$ cat config.mk
export PLATFORM = sky130hd
export DESIGN_NAME = game_screen_controller
export DESIGN_NICKNAME = d
export VERILOG_FILES = /design/src/rtl/game_screen_controller.sv
export SDC_FILE = /design/constraint.sdc
export NUM_CORES = 1
export LEC_CHECK = 0
export ABC_CLOCK_PERIOD_IN_PS = 1700
export CORE_UTILIZATION = 30
export DETAILED_ROUTE_END_ITERATION = 16
export DONT_BUFFER_PORTS = 1
export HOLD_SLACK_MARGIN = 0.06
export PLACE_DENSITY = 0.49
export SLEW_MARGIN = 20
export SYNTH_ARGS = -nofsm -noshare
export SYNTH_HDL_FRONTEND = slang
export SYNTH_SLANG_ARGS = --single-unit
$ cat constraint.sdc
create_clock -name clock_25 -period 1.7 [get_ports clock_25]
set_input_delay 0.34 -clock clock_25 [delete_from_list [all_inputs] [get_ports clock_25]]
set_output_delay 0.34 -clock clock_25 [all_outputs]
set_load 0.005 [all_outputs]
$ cat src/rtl/game_screen_controller.sv
// Screen sequencer TITLE -> PLAY -> OVER with frame-aligned mode changes and game pacing ticks.
// Optional pause mode: define GAME_PAUSE_EN.
module game_screen_controller #(
    parameter int H_ACTIVE    = 640,
    parameter int V_ACTIVE    = 480,
    parameter int TICK_FRAMES = 8,
    parameter int OVER_FRAMES = 120
) (
    input  logic       clock_25,
    input  logic       KEY,
    input  logic [9:0] X,
    input  logic [9:0] Y,
    input  logic       start_btn,
    input  logic       game_over,
    input  logic [1:0] game_color,
    output logic       game_enable,
    output logic [1:0] color_data,
    output logic       frame_tick,
    output logic       game_tick,
    output logic [1:0] state
);

    typedef enum logic [1:0] {
        S_TITLE = 2'b00,
        S_PLAY  = 2'b01,
        S_OVER  = 2'b10,
        S_PAUSE = 2'b11
    } state_t;

    localparam int TCW = (TICK_FRAMES > 1) ? $clog2(TICK_FRAMES) : 1;
    localparam int OCW = (OVER_FRAMES > 1) ? $clog2(OVER_FRAMES) : 1;
    localparam logic [TCW-1:0] TICK_LAST = TCW'(TICK_FRAMES - 1);
    localparam logic [OCW-1:0] OVER_LAST = OCW'(OVER_FRAMES - 1);
    localparam logic [9:0] X_LAST = 10'(H_ACTIVE - 1);
    localparam logic [9:0] Y_LAST = 10'(V_ACTIVE - 1);

    state_t         state_q;
    state_t         state_d;
    logic           btn_s1;
    logic           btn_s2;
    logic           btn_prev;
    logic           btn_fall;
    logic           start_pend;
    logic           over_pend;
    logic [TCW-1:0] tick_cnt;
    logic [OCW-1:0] over_cnt;
    logic [1:0]     color_q;
    logic           in_game;
    logic           stay_play;

    // Idle level of the button is high, so the synchroniser resets high
    always_ff @(posedge clock_25 or negedge KEY) begin
        if (!KEY) begin
            btn_s1   <= 1'b1;
            btn_s2   <= 1'b1;
            btn_prev <= 1'b1;
        end else begin
            btn_s1   <= start_btn;
            btn_s2   <= btn_s1;
            btn_prev <= btn_s2;
        end
    end

    assign btn_fall  = btn_prev & ~btn_s2;
    assign in_game   = (state_q == S_PLAY) || (state_q == S_PAUSE);
    assign stay_play = (state_q == S_PLAY) && (state_d == S_PLAY);

    always_comb begin
        state_d = state_q;
        if (frame_tick) begin
            unique case (state_q)
                S_TITLE: begin
                    if (start_pend) state_d = S_PLAY;
                end
                S_PLAY: begin
                    if (over_pend) state_d = S_OVER;
`ifdef GAME_PAUSE_EN
                    else if (start_pend) state_d = S_PAUSE;
`endif
                end
                S_OVER: begin
                    if (over_cnt == OVER_LAST) state_d = S_TITLE;
                end
                S_PAUSE: begin
                    if (over_pend) state_d = S_OVER;
                    else if (start_pend) state_d = S_PLAY;
                end
                default: state_d = S_TITLE;
            endcase
        end
    end

    always_ff @(posedge clock_25 or negedge KEY) begin
        if (!KEY) begin
            state_q     <= S_TITLE;
            frame_tick  <= 1'b0;
            start_pend  <= 1'b0;
            over_pend   <= 1'b0;
            tick_cnt    <= '0;
            over_cnt    <= '0;
            game_enable <= 1'b0;
            color_q     <= 2'b00;
        end else begin
            state_q     <= state_d;
            frame_tick  <= (X == X_LAST) && (Y == Y_LAST);
            game_enable <= (state_d == S_PLAY) || (state_d == S_PAUSE);
            color_q     <= game_color;

            if (frame_tick) start_pend <= 1'b0;
            else if (btn_fall) start_pend <= 1'b1;

            if (frame_tick) over_pend <= 1'b0;
            else if (game_over && in_game) over_pend <= 1'b1;

            // Counter only moves on frames spent entirely in PLAY
            if (frame_tick) begin
                if (state_q == S_TITLE && state_d == S_PLAY)
                    tick_cnt <= '0;
                else if (stay_play)
                    tick_cnt <= (tick_cnt == TICK_LAST) ? '0 : tick_cnt + 1'b1;
            end

            if (frame_tick) begin
                if (state_q != S_OVER && state_d == S_OVER)
                    over_cnt <= '0;
                else if (state_q == S_OVER)
                    over_cnt <= (over_cnt == OVER_LAST) ? '0 : over_cnt + 1'b1;
            end
        end
    end

    assign game_tick  = frame_tick && stay_play && (tick_cnt == TICK_LAST);
    assign color_data = game_enable ? color_q : 2'b00;
    assign state      = state_q;

endmodule

==> out/qor.txt <==
========================================================================================================
Sw Pwr                                                                                       0.0001604 W
Nature of the critical path endpoint                                                         output port
Max VDD drop                                                                                   0.4780 mV
Die ar.                                                                                         3519 µm²
Layout overhead on the synthesized area                                                           21.95%
Worst Setup EP                                                                                 game_tick
Max_slew headroom                                                                                 0.3924
Routed vias                                                                                          795
Switching share of power                                                                          0.1799
GRT overflow                                                                                           0
Most area-hungry cell type in the Yosys netlist                                             sky130_fd_sc_hd__dfrtp_1
R2r setup slk                                                                                    0.09 ns
Dominant cell by count in the synthesized netlist                                           sky130_fd_sc_hd__dfrtp_1
Via count of the first global-routing pass                                                           797
Clock network fraction of total power                                                              0.433
CTS tree                                                                                             yes
Crit start category                                                                            flip-flop
Leakage power summed over all cells                                                            0.5389 nW
Transition time at the pin with the least slew margin                                          0.9084 ns
Placeable core region                                                                           3078 µm²
Skew final                                                                                   0.007835 ns
Area fraction of the dominant cell type after synthesis                                           0.4315
Total setup violations reported at the end of the flow                                                 0
Detailed-routing iteration count for the pre-antenna-repair pass                                       4
Multi-input gate area in the final layout                                                      450.4 µm²
Largest driver fanout on the critical path                                                             5
Crit share post-route                                                                             0.9555
Antenna violations before repair                                                                       0
Run status                                                                                  finished clean
WL per Instance                                                                                 13.43 µm
HPWL after DPL                                                                                   1530 µm
Die Width                                                                                       59.33 µm
Dominant synthesized flop cell                                                              sky130_fd_sc_hd__dfrtp_1
Final Hold Viols                                                                                       0
Mean number of vias per cell                                                                       5.162
Relative contribution of sequential cells to total power                                           0.545
Unrepaired setup endpoints after global routing                                                     true
Pin count of the biggest net entering global routing                                                  21
Filler cell count                                                                                    323
Maximum clock frequency                                                                        615.7 MHz
Post-route total power                                                                       0.0008919 W
CTS Root Buffer Type                                                                        sky130_fd_sc_hd__clkbuf_4
Post-synth ARST share                                                                              1.000
Detailed Route Iter0 Violations                                                                       21
Max-Cap Viols                                                                                          0
Largest cells by area after synthesis                                                       sky130_fd_sc_hd__dfrtp_1 (43%), sky130_fd_sc_hd__dfstp_2 (8.0%), sky130_fd_sc_hd__o21ai_0 (5.1%)
Total number of H-tree levels                                                                          1
Antenna diode count                                                                                    0
Number of nets with antenna violations after detailed routing                                          0
Placed cell count                                                                                    142
Number of storage elements in the synthesis netlist                                                   20
Wire length of the first global-routing pass                                                     3567 µm
Combinational share of power                                                                       0.022
Routability cong.                                                                                 0.8231
Number of distinct library cell variants in the gate-level netlist after synthesis                    31
Post-CTS clock slew at the launch and capture registers of the worst setup and hold paths        0.12 ns
Top post-synthesis cells by count                                                           sky130_fd_sc_hd__dfrtp_1 (17), sky130_fd_sc_hd__o21ai_0 (10), sky130_fd_sc_hd__inv_1 (6), sky130_fd_sc_hd__nor2_1 (6)
Per-instance average area after synthesis                                                      10.38 µm²
Worst-case clock buffer depth                                                                          2
Post-synth EDFFs                                                                                       0
Number of non-filler instances in the completed layout                                               154
All-Layer GR Usage                                                                                0.1372
Sequential cell area in the final layout                                                       506.7 µm²
Min-Delay Path Class                                                                        input port to flip-flop
Final slew viol count                                                                                  0
Reg2Reg Capture Point                                                                        over_cnt[0]
Critical path launch point                                                                      state[1]
DRC                                                                                                    0
Final worst hold slack                                                                         0.1644 ns
Detailed-route wire length                                                                       2068 µm
Count of input and output buffers                                                                      0
Starting utilization of the core area                                                             0.3203
Sequential fraction of the synthesis area                                                         0.5114
Clock Sinks                                                                                           20
Int Pwr                                                                                      0.0007314 W
Cell area power density                                                                     741.8 nW/µm²
FP Rows                                                                                               20
Time the final worst path needs with I/O delays and setup                                       1.624 ns
Critical path start-end classification                                                      flip-flop to output port
Count of synthesis-stage warnings from yosys                                                           0
Net total in the final layout                                                                        140
Area of the mapped netlist                                                                     985.9 µm²
R2R cell count                                                                                         5
Share of post-route cells with drive strength above 1                                             0.2455
Overall die height                                                                              59.33 µm
CTS Buf Count                                                                                          3
Critical path required time                                                                      1.36 ns
Worst EP arrival                                                                                 1.28 ns
Gate count after technology mapping                                                                   95
Number of nets in the synthesized netlist                                                            124
Skew-Pair Late Insertion Delay                                                                   0.30 ns
Number of placed I/O pins                                                                             33
Worst reg2reg path startpoint                                                                over_cnt[1]
========================================================================================================
registers in the layout (all words and copies together), names as in the netlist:
register,cells
state,1
tick_cnt,3
color_q,2
btn_prev,1
over_cnt,7
btn_s2,1
btn_s1,1
over_pend,1
game_enable,1
start_pend,1
frame_tick,1
cells in the final DEF, fill, tap and decap left out, types with 4 or more instances in the layout:
master                          instances
sky130_fd_sc_hd__and3_1                 4
sky130_fd_sc_hd__buf_4                 10
sky130_fd_sc_hd__dfrtp_1               15
sky130_fd_sc_hd__dlygate4sd3_1          4
sky130_fd_sc_hd__inv_1                  5
sky130_fd_sc_hd__nand2_1                5
sky130_fd_sc_hd__nand4_1                4
sky130_fd_sc_hd__nand4b_1               5
sky130_fd_sc_hd__nor2_1                 6
sky130_fd_sc_hd__o21ai_0               10
power by group through the flow:
| stage | Clock [W] | Sequential [W] | Combinational [W] |
|---|---|---|---|
| CTS | 0.000403 | 0.000486 | 0.0000207 |
| global route | 0.000429 | 0.000487 | 0.0000227 |
| finish | 0.000386 | 0.000486 | 0.0000196 |
| global placement | 0 | 0.000495 | 0.00000375 |
| floorplan | 0 | 0.000495 | 0.00000358 |
| detailed placement | 0 | 0.000496 | 0.00000382 |
metal layers:
layer | global-route usage | wire length (µm)
met4 | 0.03061 | 17
met2 | 0.2327 | 976
met5 | 0 | 0
met1 | 0.1719 | 958
met3 | 0.03930 | 115
cells by family (layout without fill, tap and decap cells):
logic type / count (synthesis) / count (layout) / synth area share
AOI/OAI and AO/OA: 22 / 22 / 0.1472
muxes: 3 / 3 / 0.03806
buffers and inverters: 9 / 24 / 0.03808
adders and majority gates: 3 / 3 / 0.03808
DFF: 20 / 20 / 0.5114
and+or+nand+nor: 38 / 38 / 0.2272
what timing repair did:
item | CTS | global route
setup buffers | 2 | 2
pin swaps | 0 | 2
hold buffers | 4 | 0
resized for setup | 3 | 2
setup endpoints to repair | 1 | 3
endpoints found under the hold margin | 23 | 0
how the worst min path moves through the flow:
stage | startpoint | end | slack, ns | depth (start not counted)
3_5_place_dp | KEY | over_cnt[6] | 0.04 | 0
3_3_place_gp | KEY | over_cnt[6] | 0.04 | 0
5_1_grt | X[5] | frame_tick | 0.14 | 2
2_1_floorplan | KEY | color_q[0] | 0.04 | 0
4_1_cts | X[0] | frame_tick | 0.15 | 2
6_report | X[0] | frame_tick | 0.16 | 2
critical path, stage by stage, from the launching register on:
cell                       delay (ns)
sky130_fd_sc_hd__dfrtp_1         0.44
sky130_fd_sc_hd__inv_2           0.10
sky130_fd_sc_hd__o2111a_2        0.26
sky130_fd_sc_hd__and3_4          0.19
cell type report:
class | instances | share of cell area
clock buffer | 3 | 0.01873
clock inverter | 1 | 0.02497
inverter | 6 | 0.01873
multi-input combinational | 66 | 0.3746
sequential | 20 | 0.4214
tap | 44 | 0.04579
timing repair buffer | 14 | 0.09573
stage by stage:
step / cell area, µm² / TNS [ns] / util / worst slack, ns
floorplan: 985.9 / 0 / - / 0.1728
global placement: 1071 / 0 / 0.3480 / 0.1554
detailed placement: 1071 / 0 / 0.3480 / 0.1161
CTS: 1182 / 0 / 0.3841 / 0.009996
global route: 1202 / -0.06675 / 0.3907 / -0.03224
finish: 1202 / 0 / 0.3907 / 0.07570
(Power assumes the default switching activity.)
